===== config.mk =====
export PLATFORM = sky130hd
export DESIGN_NAME = alu_operand_entry
export DESIGN_NICKNAME = d
export VERILOG_FILES = /design/src/rtl/alu_operand_entry.sv
export SDC_FILE = /design/constraint.sdc
export NUM_CORES = 1
export LEC_CHECK = 0
export CAP_MARGIN = 20
export CORE_MARGIN = 2
export CORE_UTILIZATION = 58
export DETAILED_ROUTE_END_ITERATION = 7
export GPL_ROUTABILITY_DRIVEN = 0
export PLACE_DENSITY = 0.79
export SLEW_MARGIN = 30
export SYNTH_ARGS = -nofsm -noshare
export SYNTH_HDL_FRONTEND = slang
export SYNTH_SLANG_ARGS = --single-unit

===== constraint.sdc =====
create_clock -name CLK -period 2.34 [get_ports CLK]
set_input_delay 0.234 -clock CLK [delete_from_list [all_inputs] [get_ports CLK]]
set_output_delay 0.234 -clock CLK [all_outputs]
set_load 0.05 [all_outputs]

===== src/rtl/alu_operand_entry.sv =====
// Debounced button entry of Num1 -> Num2 -> Control, handed to the ALU top over a valid/ready handshake.
// Optional idle abandon of partial entry: define ENTRY_TIMEOUT_EN.
module alu_operand_entry #(
  parameter int unsigned DEBOUNCE_CYCLES = 250000,
  parameter int unsigned TIMEOUT_CYCLES  = 500000000
) (
  input  logic       CLK,
  input  logic       RST_n,
  input  logic [7:0] sw,
  input  logic       btn_next,
  input  logic       btn_back,
  input  logic       btn_clear,
  input  logic       btn_mode,
  input  logic       op_ready,
  output logic [3:0] Num1,
  output logic [3:0] Num2,
  output logic [7:0] Control,
  output logic       M,
  output logic       isResult,
  output logic       op_valid,
  output logic [2:0] state
);

  localparam int unsigned DB_CYCLES = (DEBOUNCE_CYCLES < 2) ? 2 : DEBOUNCE_CYCLES;
  localparam int unsigned CW        = $clog2(DB_CYCLES);

  localparam logic [2:0] S_A     = 3'd0;
  localparam logic [2:0] S_B     = 3'd1;
  localparam logic [2:0] S_OP    = 3'd2;
  localparam logic [2:0] S_ISSUE = 3'd3;
  localparam logic [2:0] S_SHOW  = 3'd4;

  // Button lanes: 0 next, 1 back, 2 clear, 3 mode
  logic [3:0]    raw_s;
  logic [3:0]    sync1_q, sync2_q;
  logic [3:0]    stable_q, stable_d, stable_dly_q;
  logic [3:0]    pulse_q;
  logic [CW-1:0] cnt_q [4];
  logic [CW-1:0] cnt_d [4];

  assign raw_s = {btn_mode, btn_clear, btn_back, btn_next};

  // Debounce counters: accept a new level only after DB_CYCLES consecutive differing samples
  always_comb begin
    for (int i = 0; i < 4; i++) begin
      stable_d[i] = stable_q[i];
      cnt_d[i]    = cnt_q[i];
      if (sync2_q[i] == stable_q[i]) begin
        cnt_d[i] = '0;
      end else if (cnt_q[i] == CW'(DB_CYCLES - 1)) begin
        stable_d[i] = sync2_q[i];
        cnt_d[i]    = '0;
      end else begin
        cnt_d[i] = cnt_q[i] + CW'(1);
      end
    end
  end

  // Synchronizers, debounced levels and rising-edge pulses
  always_ff @(posedge CLK or negedge RST_n) begin
    if (!RST_n) begin
      sync1_q      <= 4'b0000;
      sync2_q      <= 4'b0000;
      stable_q     <= 4'b0000;
      stable_dly_q <= 4'b0000;
      pulse_q      <= 4'b0000;
      for (int i = 0; i < 4; i++) cnt_q[i] <= '0;
    end else begin
      sync1_q      <= raw_s;
      sync2_q      <= sync1_q;
      stable_q     <= stable_d;
      stable_dly_q <= stable_q;
      pulse_q      <= stable_q & ~stable_dly_q;
      for (int i = 0; i < 4; i++) cnt_q[i] <= cnt_d[i];
    end
  end

  logic next_p_s, back_p_s, clear_p_s, mode_p_s;
  assign next_p_s  = pulse_q[0];
  assign back_p_s  = pulse_q[1];
  assign clear_p_s = pulse_q[2];
  assign mode_p_s  = pulse_q[3];

  logic [2:0] state_q, state_d;
  logic [3:0] num1_q, num1_d, num2_q, num2_d;
  logic [7:0] control_q, control_d;
  logic       m_q, m_d, is_result_q, is_result_d, op_valid_q, op_valid_d;
  logic       timeout_s, clear_s;

  assign clear_s = clear_p_s | timeout_s;

`ifdef ENTRY_TIMEOUT_EN
  localparam int unsigned TW = $clog2(TIMEOUT_CYCLES + 1);
  logic [TW-1:0] idle_q, idle_d;
  logic          idle_state_s, any_pulse_s;

  assign idle_state_s = (state_q == S_B) || (state_q == S_OP);
  assign any_pulse_s  = |pulse_q;
  assign timeout_s    = idle_state_s && !any_pulse_s && (idle_q == TW'(TIMEOUT_CYCLES - 1));

  // Idle counter restarts on any button activity or state change
  always_comb begin
    if (!idle_state_s || any_pulse_s || (state_d != state_q)) begin
      idle_d = '0;
    end else begin
      idle_d = idle_q + TW'(1);
    end
  end

  // Idle counter register
  always_ff @(posedge CLK or negedge RST_n) begin
    if (!RST_n) idle_q <= '0;
    else        idle_q <= idle_d;
  end
`else
  assign timeout_s = 1'b0;
`endif

  // Entry FSM next state; clear outranks back, which outranks next
  always_comb begin
    state_d     = state_q;
    num1_d      = num1_q;
    num2_d      = num2_q;
    control_d   = control_q;
    is_result_d = is_result_q;
    op_valid_d  = op_valid_q;
    if (clear_s) begin
      state_d     = S_A;
      num1_d      = 4'h0;
      num2_d      = 4'h0;
      control_d   = 8'h00;
      is_result_d = 1'b0;
      op_valid_d  = 1'b0;
    end else begin
      case (state_q)
        S_A: begin
          if (next_p_s) begin
            num1_d  = sw[3:0];
            state_d = S_B;
          end else begin
            state_d = S_A;
          end
        end
        S_B: begin
          if (back_p_s) begin
            state_d = S_A;
          end else if (next_p_s) begin
            num2_d  = sw[3:0];
            state_d = S_OP;
          end else begin
            state_d = S_B;
          end
        end
        S_OP: begin
          if (back_p_s) begin
            state_d = S_B;
          end else if (next_p_s) begin
            control_d  = sw;
            op_valid_d = 1'b1;
            state_d    = S_ISSUE;
          end else begin
            state_d = S_OP;
          end
        end
        S_ISSUE: begin
          if (back_p_s) begin
            op_valid_d = 1'b0;
            state_d    = S_OP;
          end else if (op_valid_q && op_ready) begin
            op_valid_d  = 1'b0;
            is_result_d = 1'b1;
            state_d     = S_SHOW;
          end else begin
            state_d = S_ISSUE;
          end
        end
        S_SHOW: begin
          if (back_p_s) begin
            is_result_d = 1'b0;
            state_d     = S_OP;
          end else if (next_p_s) begin
            is_result_d = 1'b0;
            state_d     = S_A;
          end else begin
            state_d = S_SHOW;
          end
        end
        default: begin
          state_d     = S_A;
          is_result_d = 1'b0;
          op_valid_d  = 1'b0;
        end
      endcase
    end
  end

  // Mode bit is independent of clear and frozen while the operand set is offered
  always_comb begin
    if (mode_p_s && ((state_q == S_A) || (state_q == S_B) ||
                     (state_q == S_OP) || (state_q == S_SHOW))) begin
      m_d = ~m_q;
    end else begin
      m_d = m_q;
    end
  end

  // FSM and operand registers
  always_ff @(posedge CLK or negedge RST_n) begin
    if (!RST_n) begin
      state_q     <= S_A;
      num1_q      <= 4'h0;
      num2_q      <= 4'h0;
      control_q   <= 8'h00;
      m_q         <= 1'b0;
      is_result_q <= 1'b0;
      op_valid_q  <= 1'b0;
    end else begin
      state_q     <= state_d;
      num1_q      <= num1_d;
      num2_q      <= num2_d;
      control_q   <= control_d;
      m_q         <= m_d;
      is_result_q <= is_result_d;
      op_valid_q  <= op_valid_d;
    end
  end

  assign Num1     = num1_q;
  assign Num2     = num2_q;
  assign Control  = control_q;
  assign M        = m_q;
  assign isResult = is_result_q;
  assign op_valid = op_valid_q;
  assign state    = state_q;

endmodule


==> results.ini <==
[floorplanning]
fp.dieW_um=98.5
core_region_area_um2=8680
die-area_um2=9700
io_pins=37
fp.dieH_um=98.5
placementRows=34
start_util=0.597

[clock_network]
cts_tree=done
post_cts_buffers=0
cts_hold_buffers=1
cts_buffers=17
clock_latency_ps=520
cts_root_buffer=clkbuf_8
htreeDepth=4
cts_resized=0
clkSlewWorstSetupHoldPaths_ps=60
cts.path.max_buffers=2
clkSinkCount=114

[critical_path]
endpoint_kind=primary output
cp_max_fo=12
path_cells=clkdlybuf4s50_1
critPathRequiredTime_ps=2110
timing.critical_path.buf_inv=1
cp_slowest_stage_delay_ps=880
crit_type=reg -> out
cp-start-kind=flop
cp.arrival_ps=1930
r2r_slack_ps=230
cp_top_family=buffers and inverters
slowest_stage=clkdlybuf4s50_1

[synth]
yosysUniqueCellTypes=42
synth_edf_count=0
yosys_warnings=0
synth_nets=516
synth_cells=497
synth_flop_cell=dfrtp_1
synth_seq_cells=114
syn_area_um2=5180
yosysTopAreaCellShare=0.551
ys_seq_area_frac=0.551
yosysTopAreaCell=dfrtp_1
synthTopCellsByArea=dfrtp_1, xnor2_1, nor2_1, mux2i_1, nor4_1
synth-async-reset-ratio=1.00
avgSynthCellArea_um2=10.4

[sta]
slew_viol_final=0
clock_skew_ps=6.99
rsz0062_at_grt=false
tightest_slew_ps=713
final.period_utilization=0.926
finalSetupViolCount=0
final.setup.tns_ps=0
setup_ws_ps=173
relSlewSlack=0.524
min_period_ps=2170
hold_viol=0
fmax_ghz=0.461

[route]
num_vias=3857
met1_length_um=4340
wl_met3_um=457
wl_um=9770
drcViolationCount=0
maxUsedRoutingLayer=met4
vias_per_cell=5.71
routedWlPerCell_um=14.4
first_pass_iters=4
detail_route.iter0.violations=164
dr_wl_met2_um=4830
postRouteAntennaNets=0

[layout]
fin_util=0.725
design_area_um2=6300
nFillCells=644
final_net_count=574
area_growth_pct=21.5
final_common_cell=dfrtp_1
drive_above_1_share=0.100
final_cell_mix=dfrtp_1, nor2_1, xnor2_1, clkdlybuf4s50_1, nor4_1
antenna_cells=0

[outcome]
status=finished, final reports clean

[pwr]
p_sw_frac=0.221
share_seq_of_total_power=0.439
leakagePower_nw=2.68
p_clk_frac=0.522
irDropWorstVdd_mv=0.471
power_density_nw_per_um2=735
internal_power_mw=3.60
comb_power_share=0.039
p_sw_mw=1.02

[grt]
antenna_found_initial=0
gr-total-overflow=0
grt.total_usage=0.223
grt_max_degree=52
grt_first_pass_wirelength_um=17600
first_global_vias=3818

[placed_design]
dp_worst_setup_slack_ps=237
placed_cell_area_um2=5720
hpwlAfterDp_um=6320
port_buffers=36

[min_path]
hold_class=in -> reg

[job]
cap_violations=0

[cells in the mapped netlist (3+ instances only)]
cell	count
and3_1	6
or3_1	4
clkbuf_1	6
mux2i_1	18
mux2_2	4
inv_1	18
nand2b_1	5
dfrtp_1	114
or4_1	3
xor2_1	13
nand3_1	23
xnor2_1	46
nor2_1	98
nand4_1	19
nor4_1	24
a21oi_1	12
o21ai_0	10
nor3_1	20
nor2b_1	7
nand2_1	16
ha_1	4
[state kept, by name, indices dropped and copies added (netlist names)]
register / cells
cnt_q: 72
Control: 8
Num1: 4
Num2: 4
pulse_q: 4
stable_dly_q: 4
stable_q: 4
sync1_q: 4
sync2_q: 4
state: 3
M: 1
isResult: 1
op_valid: 1
[cell type report]
class	instances	area (µm²)	area share
Inverter	18	67.6	0.0107
Clock buffer	18	428	0.0680
Timing Repair Buffer	49	470	0.0747
Sequential cell	114	2850	0.453
Clock inverter	14	140	0.0223
Tap cell	108	135	0.0215
Multi-Input combinational cell	355	2200	0.350
[worst paths after layout]
check / from / to / cells after the start
worst max-delay path: state[0] / state[0] / 1
worst min-delay path: btn_mode / sync1_q[3] / 1
worst max register to register: cnt_q[31] / cnt_q[20] / 4
worst min register to register: sync1_q[3] / sync2_q[3] / 0
max in group asynchronous: RST_n / cnt_q[4] / 3
min in group asynchronous: RST_n / Control[2] / 2
[stage by stage]
step,cells,power (mW),hold WS (ps)
2_1_floorplan,497,2.14,-61.6
3_3_place_gp,643,2.24,217
3_5_place_dp,643,2.25,222
4_1_cts,676,4.68,139
5_1_grt,676,4.79,142
6_report,676,4.63,152
[cells by family (layout without fill, tap and decap cells)]
logic type,count (synthesis),in the layout,synth area share
simple gates,237,237,0.228
flops,114,114,0.551
xor+xnor,59,59,0.0998
compound gates,33,33,0.0444
buf+inv,28,99,0.0242
mux,22,22,0.0435
fa+ha+maj,4,4,0.00966
[power by group through the flow]
stage | Combinational (mW) | Clock [mW] | Sequential [mW]
after CTS | 0.187 | 2.46 | 2.03
final | 0.182 | 2.42 | 2.03
after global routing | 0.206 | 2.56 | 2.03
after floorplan | 0.0580 | 0 | 2.08
after detailed placement | 0.184 | 0 | 2.06
after global placement | 0.180 | 0 | 2.06
[per-layer routing]
layer  vias up  track usage
met5         -            0
met4         0       0.0801
met3        15       0.0617
met2        91        0.369
met1      1892        0.285
li1       1859            -
Power figures use the tool's default switching activity.
